$ cat config.mk
export PLATFORM = sky130hd
export DESIGN_NAME = wb_fwd_stage
export DESIGN_NICKNAME = d
export VERILOG_FILES = /design/src/rtl/wb_fwd_stage_pkg.sv /design/src/rtl/wb_fwd_stage_ld_fmt.sv /design/src/rtl/wb_fwd_stage.sv
export SDC_FILE = /design/constraint.sdc
export NUM_CORES = 1
export LEC_CHECK = 0
export CAP_MARGIN = 20
export CORE_MARGIN = 3
export CORE_UTILIZATION = 46
export CTS_CLUSTER_DIAMETER = 50
export DETAILED_ROUTE_END_ITERATION = 7
export PLACE_DENSITY = 0.91
export SLEW_MARGIN = 20
export SYNTH_ARGS = -nofsm -noshare
export SYNTH_HDL_FRONTEND = slang
export SYNTH_HIERARCHICAL = 1
export SYNTH_SLANG_ARGS = --single-unit
$ cat constraint.sdc
create_clock -name clk -period 5.6 [get_ports clk]
set_input_delay 0.84 -clock clk [delete_from_list [all_inputs] [get_ports clk]]
set_output_delay 0.84 -clock clk [all_outputs]
set_load 0.01 [all_outputs]
$ cat src/rtl/wb_fwd_stage_pkg.sv
// Shared types and helpers for the MEM/WB back end.
// Forward-select encoding and load-type codes.
package wb_fwd_stage_pkg;

  localparam logic [2:0] FW_RF  = 3'd0;
  localparam logic [2:0] FW_ALU = 3'd1;
  localparam logic [2:0] FW_MEM = 3'd2;

  typedef enum logic [2:0] {
    LD_NONE = 3'd0,
    LD_W    = 3'd1,
    LD_B    = 3'd2,
    LD_BU   = 3'd3,
    LD_H    = 3'd4,
    LD_HU   = 3'd5
  } ld_t;

  function automatic ld_t norm_ld(
    input logic [2:0] code
  );
    if (code > 3'd5) return LD_NONE;
    return ld_t'(code);
  endfunction

  // Loads in MEM cannot forward yet; they fall through to WB/RF.
  function automatic logic [2:0] fw_sel(
    input logic [4:0] n,
    input logic       mem_we,
    input logic [4:0] mem_rd,
    input logic       mem_is_ld,
    input logic       wb_we,
    input logic [4:0] wb_addr
  );
    if (n == 5'd0)
      return FW_RF;
    if (mem_we && mem_rd == n && !mem_is_ld)
      return FW_ALU;
    if (wb_we && wb_addr == n)
      return FW_MEM;
    return FW_RF;
  endfunction

endpackage

$ cat src/rtl/wb_fwd_stage_ld_fmt.sv
// Load data aligner: big-endian lane select plus
// sign/zero extension.
module ld_fmt
  import wb_fwd_stage_pkg::*;
(
  input  logic [2:0]  ld_ctl,
  input  logic [1:0]  addr_lo,
  input  logic [31:0] din,
  output logic [31:0] dout
);

  logic [7:0]  lane_b;
  logic [15:0] lane_h;

  always_comb begin
    lane_b = din[31:24];
    unique case (addr_lo)
      2'd0: lane_b = din[31:24];
      2'd1: lane_b = din[23:16];
      2'd2: lane_b = din[15:8];
      2'd3: lane_b = din[7:0];
      default: lane_b = din[31:24];
    endcase
  end

  assign lane_h = addr_lo[1] ? din[15:0]
                             : din[31:16];

  always_comb begin
    dout = din;
    case (norm_ld(ld_ctl))
      LD_B:  dout = {{24{lane_b[7]}}, lane_b};
      LD_BU: dout = {24'd0, lane_b};
      LD_H:  dout = {{16{lane_h[15]}}, lane_h};
      LD_HU: dout = {16'd0, lane_h};
      default: dout = din;
    endcase
  end

endmodule

$ cat src/rtl/wb_fwd_stage.sv
// MEM/WB registers, register-file write port,
// forwarding selects and load-use stall.
module wb_fwd_stage
  import wb_fwd_stage_pkg::*;
#(
  parameter int DW = 32,
  parameter int AW = 5
) (
  input  logic          clk,
  input  logic          rst_i,
  input  logic          pause,
  input  logic [DW-1:0] ex_alu_i,
  input  logic [AW-1:0] ex_rd_i,
  input  logic          ex_we_i,
  input  logic [2:0]    ex_ld_ctl_i,
  input  logic [DW-1:0] dmem_i,
  input  logic [AW-1:0] rs_n_i,
  input  logic [AW-1:0] rt_n_i,
  output logic          wb_we_o,
  output logic [AW-1:0] wb_addr_o,
  output logic [DW-1:0] wb_din_o,
  output logic [DW-1:0] fw_alu_o,
  output logic [DW-1:0] fw_mem_o,
  output logic [2:0]    fw_cmp_rs_o,
  output logic [2:0]    fw_cmp_rt_o,
  output logic          ld_stall_o
);

  logic [DW-1:0] mem_alu;
  logic [AW-1:0] mem_rd;
  logic          mem_we;
  ld_t           mem_ld;

  logic [DW-1:0] wb_din;
  logic [AW-1:0] wb_addr;
  logic          wb_we;

  logic [DW-1:0] ld_data;
  logic [DW-1:0] wb_din_n;
  logic          mem_is_ld;

  ld_fmt u_fmt (
    .ld_ctl  (mem_ld),
    .addr_lo (mem_alu[1:0]),
    .din     (dmem_i),
    .dout    (ld_data)
  );

  assign mem_is_ld = (mem_ld != LD_NONE);
  assign wb_din_n  = mem_is_ld ? ld_data : mem_alu;

  always_ff @(posedge clk) begin
    if (rst_i) begin
      mem_alu <= '0;
      mem_rd  <= '0;
      mem_we  <= 1'b0;
      mem_ld  <= LD_NONE;
      wb_din  <= '0;
      wb_addr <= '0;
      wb_we   <= 1'b0;
    end else if (!pause) begin
      mem_alu <= ex_alu_i;
      mem_rd  <= ex_rd_i;
      mem_we  <= ex_we_i && (ex_rd_i != '0);
      mem_ld  <= norm_ld(ex_ld_ctl_i);
      wb_din  <= wb_din_n;
      wb_addr <= mem_rd;
      wb_we   <= mem_we;
    end
  end

  assign wb_we_o   = wb_we;
  assign wb_addr_o = wb_addr;
  assign wb_din_o  = wb_din;
  assign fw_alu_o  = mem_alu;
  assign fw_mem_o  = wb_din;

  assign fw_cmp_rs_o = fw_sel(rs_n_i, mem_we, mem_rd,
                              mem_is_ld, wb_we, wb_addr);
  assign fw_cmp_rt_o = fw_sel(rt_n_i, mem_we, mem_rd,
                              mem_is_ld, wb_we, wb_addr);

  assign ld_stall_o = mem_we && mem_is_ld &&
                      (mem_rd != '0) &&
                      (mem_rd == rs_n_i ||
                       mem_rd == rt_n_i);

endmodule

==> impl_summary.txt <==
----------------------------------------------------
[STA]
  Final number of hold-violating endpoints ... 0
  Headroom to the max-slew limit ... 35.7%
  Highest Clock Rate ... 0.268 GHz
  Unrepaired setup endpoints after global routing ... no
  Final period utilization ... 66.5%
  Slew at the pin closest to its max-slew limit ... 963 ps
  Setup violators final ... 0
  Number of max-slew violations in the final report ... 0
  Setup clock skew after layout ... 8.56 ps
  Setup TNS ... 0 ps
  Final Critical Period ... 3730 ps

[Power and ir drop]
  Share of total power in combinational logic ... 25.3%
  Net Switching ... 0.406 mW
  Leakage power ... 2.64 nW
  Power, Total ... 1.42 mW
  Maximum vdd ir drop ... 0.000126 V
  Sequential Power Share ... 44.2%
  Internal power ... 1.01 mW
  Power Density ... 224 mW/mm²
  Sw frac ... 28.6%
  Clock Power Share ... 30.5%

[Critical path]
  Flop-to-flop setup slack ... 2590 ps
  Crit Path Class ... in -> out
  Worst Setup End Kind ... output port
  CP arrival ... 2890 ps
  Required @ worst endpoint ... 4760 ps
  Critical register-to-register path startpoint ... mem_ld[1]
  Largest fanout on the critical path ... 3
  Startpoint kind of the worst setup timing path ... input port
  Worst reg2reg path endpoint ... fw_mem_o[21]
  Worst reg-to-reg path cell count ... 8

[Flow run]
  Max-capacitance violation count ... 0

[Placement]
  Standard cell area after detailed placement ... 0.00615 mm²
  Half-perimeter wire length after placement ... 9.91 mm
  PortBufs ... 192
  Routability congestion estimate ... 0.824

[Logic synthesis]
  Gate count of the mapped netlist ... 484
  Post-synthesis instance area ... 0.00448 mm²
  Library cell with the largest summed area after synthesis ... sky130_fd_sc_hd__dfxtp_1
  Proportion of synthesized chip area in sequential cells ... 35.3%
  Number of enable-type register cells in the synthesized netlist ... 0
  Synthesis Warnings ... 6
  Syn_area_per_cell ... 9.25 µm²
  Library cells used by synthesis ... 38
  Portion of synthesized cell area occupied by the leading cell type ... 35.3%
  Register bit total from synthesis ... 79
  Prevailing post-synth register cell ... sky130_fd_sc_hd__dfxtp_1
  Count leader, synth ... sky130_fd_sc_hd__nor2_1
  Async set-or-reset flop fraction in the synthesized netlist ... 0%
  Leading cell types by total area after synthesis ... sky130_fd_sc_hd__dfxtp_1, sky130_fd_sc_hd__mux2i_1, sky130_fd_sc_hd__nor2_1, sky130_fd_sc_hd__mux2_2, sky130_fd_sc_hd__buf_4
  List of most frequent post-synthesis cells ... sky130_fd_sc_hd__nor2_1, sky130_fd_sc_hd__mux2i_1, sky130_fd_sc_hd__dfxtp_1

[Floorplanning]
  Initial cell density of the core ... 48.0%
  Die Ht ... 105 µm
  Core Footprint ... 0.00933 mm²
  Area enclosed by the die boundary ... 0.0110 mm²
  Total I/O pin count ... 195
  Count of standard-cell rows ... 35
  Die X ... 105 µm

[Clocking]
  Num CTS Buffers ... 9
  H-tree level count ... 3
  Buffer levels on the longest clock path ... 2
  Number of resized instances in the post-cts repair step ... 0
  Library cell used as clock root buffer ... sky130_fd_sc_hd__clkbuf_8
  Clock-pin slew on the worst setup and hold paths ... 80 ps
  Sinks on the clock net ... 79
  Hold-fix buffer count after cts ... 0
  CTS tree ... done
  # Post-CTS Setup Buffers ... 0
  Source-to-sink clock delay at the later pin of the worst-skew pair ... 340 ps

[Min path]
  Class of the tightest hold or removal check ... reg -> reg
  Terminating pin of the worst hold path ... mem_ld[0]
  Hold Path Cell Cnt ... 2
  Worst hold path startpoint ... mem_ld[0]

[Route]
  Drt first pass iters ... 5
  First DRT Iteration DRCs ... 125
  Wirelength, routed ... 12.9 mm
  Remaining design rule violation count ... 0
  Number of nets with antenna violations after routing ... 0
  Total vias in the final route ... 4010
  Detailed-route wire length per cell ... 17.0 µm
  Mean number of vias per cell ... 5.28

[Finish]
  Nets ... 715
  Area growth from synthesis to layout ... 41.9%
  Summed area of non-filler cells in the final layout ... 0.00635 mm²
  Fraction of final layout cells with drive strength greater than 1 ... 8.56%
  Post-route core utilization ... 68.1%
  Number of antenna repair diodes ... 0

[Outcome]
  Run status ... completed

[GRT]
  Remaining global-route overflow ... 0
  Total global routing track utilization ... 23.1%
  Via count of the first global-routing pass ... 3913
  Initial antenna violation count ... 0
  Pin count of the biggest net entering global routing ... 80
  Global-route wire length before repair ... 20.6 mm

----------------------------------------------------
## per-stage QoR
step | hold slack, ps | cells | setup slack (ps)
after global placement | 499 | 744 | 1960
after global routing | 564 | 760 | 1780
after CTS | 532 | 760 | 1880
after detailed placement | 513 | 744 | 1880
after floorplan | 479 | 485 | 2880
final | 530 | 760 | 1870
## worst max path at each step
stage / to / depth (start not counted) / slack [ps] / start
finish: ld_stall_o / 6 / 1870 / rs_n_i[3]
global placement: ld_stall_o / 6 / 1960 / rs_n_i[3]
CTS: ld_stall_o / 6 / 1880 / rs_n_i[3]
global route: ld_stall_o / 6 / 1780 / rs_n_i[3]
detailed placement: ld_stall_o / 6 / 1880 / rs_n_i[3]
floorplan: ld_stall_o / 4 / 2880 / rs_n_i[3]
## metal layers
metal	track usage (%)	vias to the layer above	routed length (µm)
li1	-	1936	-
met1	27.3	1891	5180
met3	5.06	19	785
met4	7.87	0	237
met5	0	-	0
met2	41.3	164	6720
## power by group through the flow
| stage | clock network, mW | logic, mW | registers (mW) |
|---|---|---|---|
| after floorplan | 0 | 0.192 | 0.644 |
| after global placement | 0 | 0.351 | 0.638 |
| after detailed placement | 0 | 0.359 | 0.641 |
| after CTS | 0.447 | 0.362 | 0.628 |
| after global routing | 0.474 | 0.387 | 0.633 |
| final | 0.433 | 0.359 | 0.628 |
## cells by family after synthesis
family	count (synthesis)	share of synthesized area, %
compound gates	31	5.42
xor+xnor	20	3.91
fa+ha+maj	3	0.839
buf+inv	68	9.87
flops	79	35.3
mux	117	27.4
other cells	1	0.0838
simple gates	165	17.2
## cells in the final DEF (no fill, tap or decap), types with 5 or more instances in the layout
cell	synthesis	final
sky130_fd_sc_hd__xnor2_1	12	12
sky130_fd_sc_hd__clkdlybuf4s50_1	0	190
sky130_fd_sc_hd__xor2_1	8	8
sky130_fd_sc_hd__mux2_1	7	7
sky130_fd_sc_hd__o211ai_1	7	7
sky130_fd_sc_hd__clkbuf_8	0	9
sky130_fd_sc_hd__a22oi_1	9	9
sky130_fd_sc_hd__nand2_1	29	29
sky130_fd_sc_hd__nor2_1	91	91
sky130_fd_sc_hd__nand4_1	5	5
sky130_fd_sc_hd__mux2i_1	83	83
sky130_fd_sc_hd__nand3_1	18	18
sky130_fd_sc_hd__a221o_1	7	7
sky130_fd_sc_hd__dfxtp_1	79	79
sky130_fd_sc_hd__mux2_2	26	26
## sequential cells by signal, indices dropped and copies added, names as in the netlist
name and count:
mem_rd 5, fw_mem_o 32, mem_we 1, wb_addr_o 5, mem_ld 3, wb_we_o 1
fw_alu_o 32
## worst max-delay path, cell delays in order
cell and delay [ps]:
sky130_fd_sc_hd__clkdlybuf4s50_1 460, sky130_fd_sc_hd__xor2_1 170, sky130_fd_sc_hd__nor4_2 350, sky130_fd_sc_hd__a22oi_1 150, sky130_fd_sc_hd__nor4b_1 310, sky130_fd_sc_hd__clkdlybuf4s50_1 590
## layout make-up
type                       count  area, µm²
clock inverter                 7       78.8
tap                          129        161
inverter                       3       11.3
sequential                    79       1580
multi-input combinational    338       2460
clock buffer                   9        124
fill                         753       2980
timing repair buffer         195       1940
(Power assumes the default switching activity.)
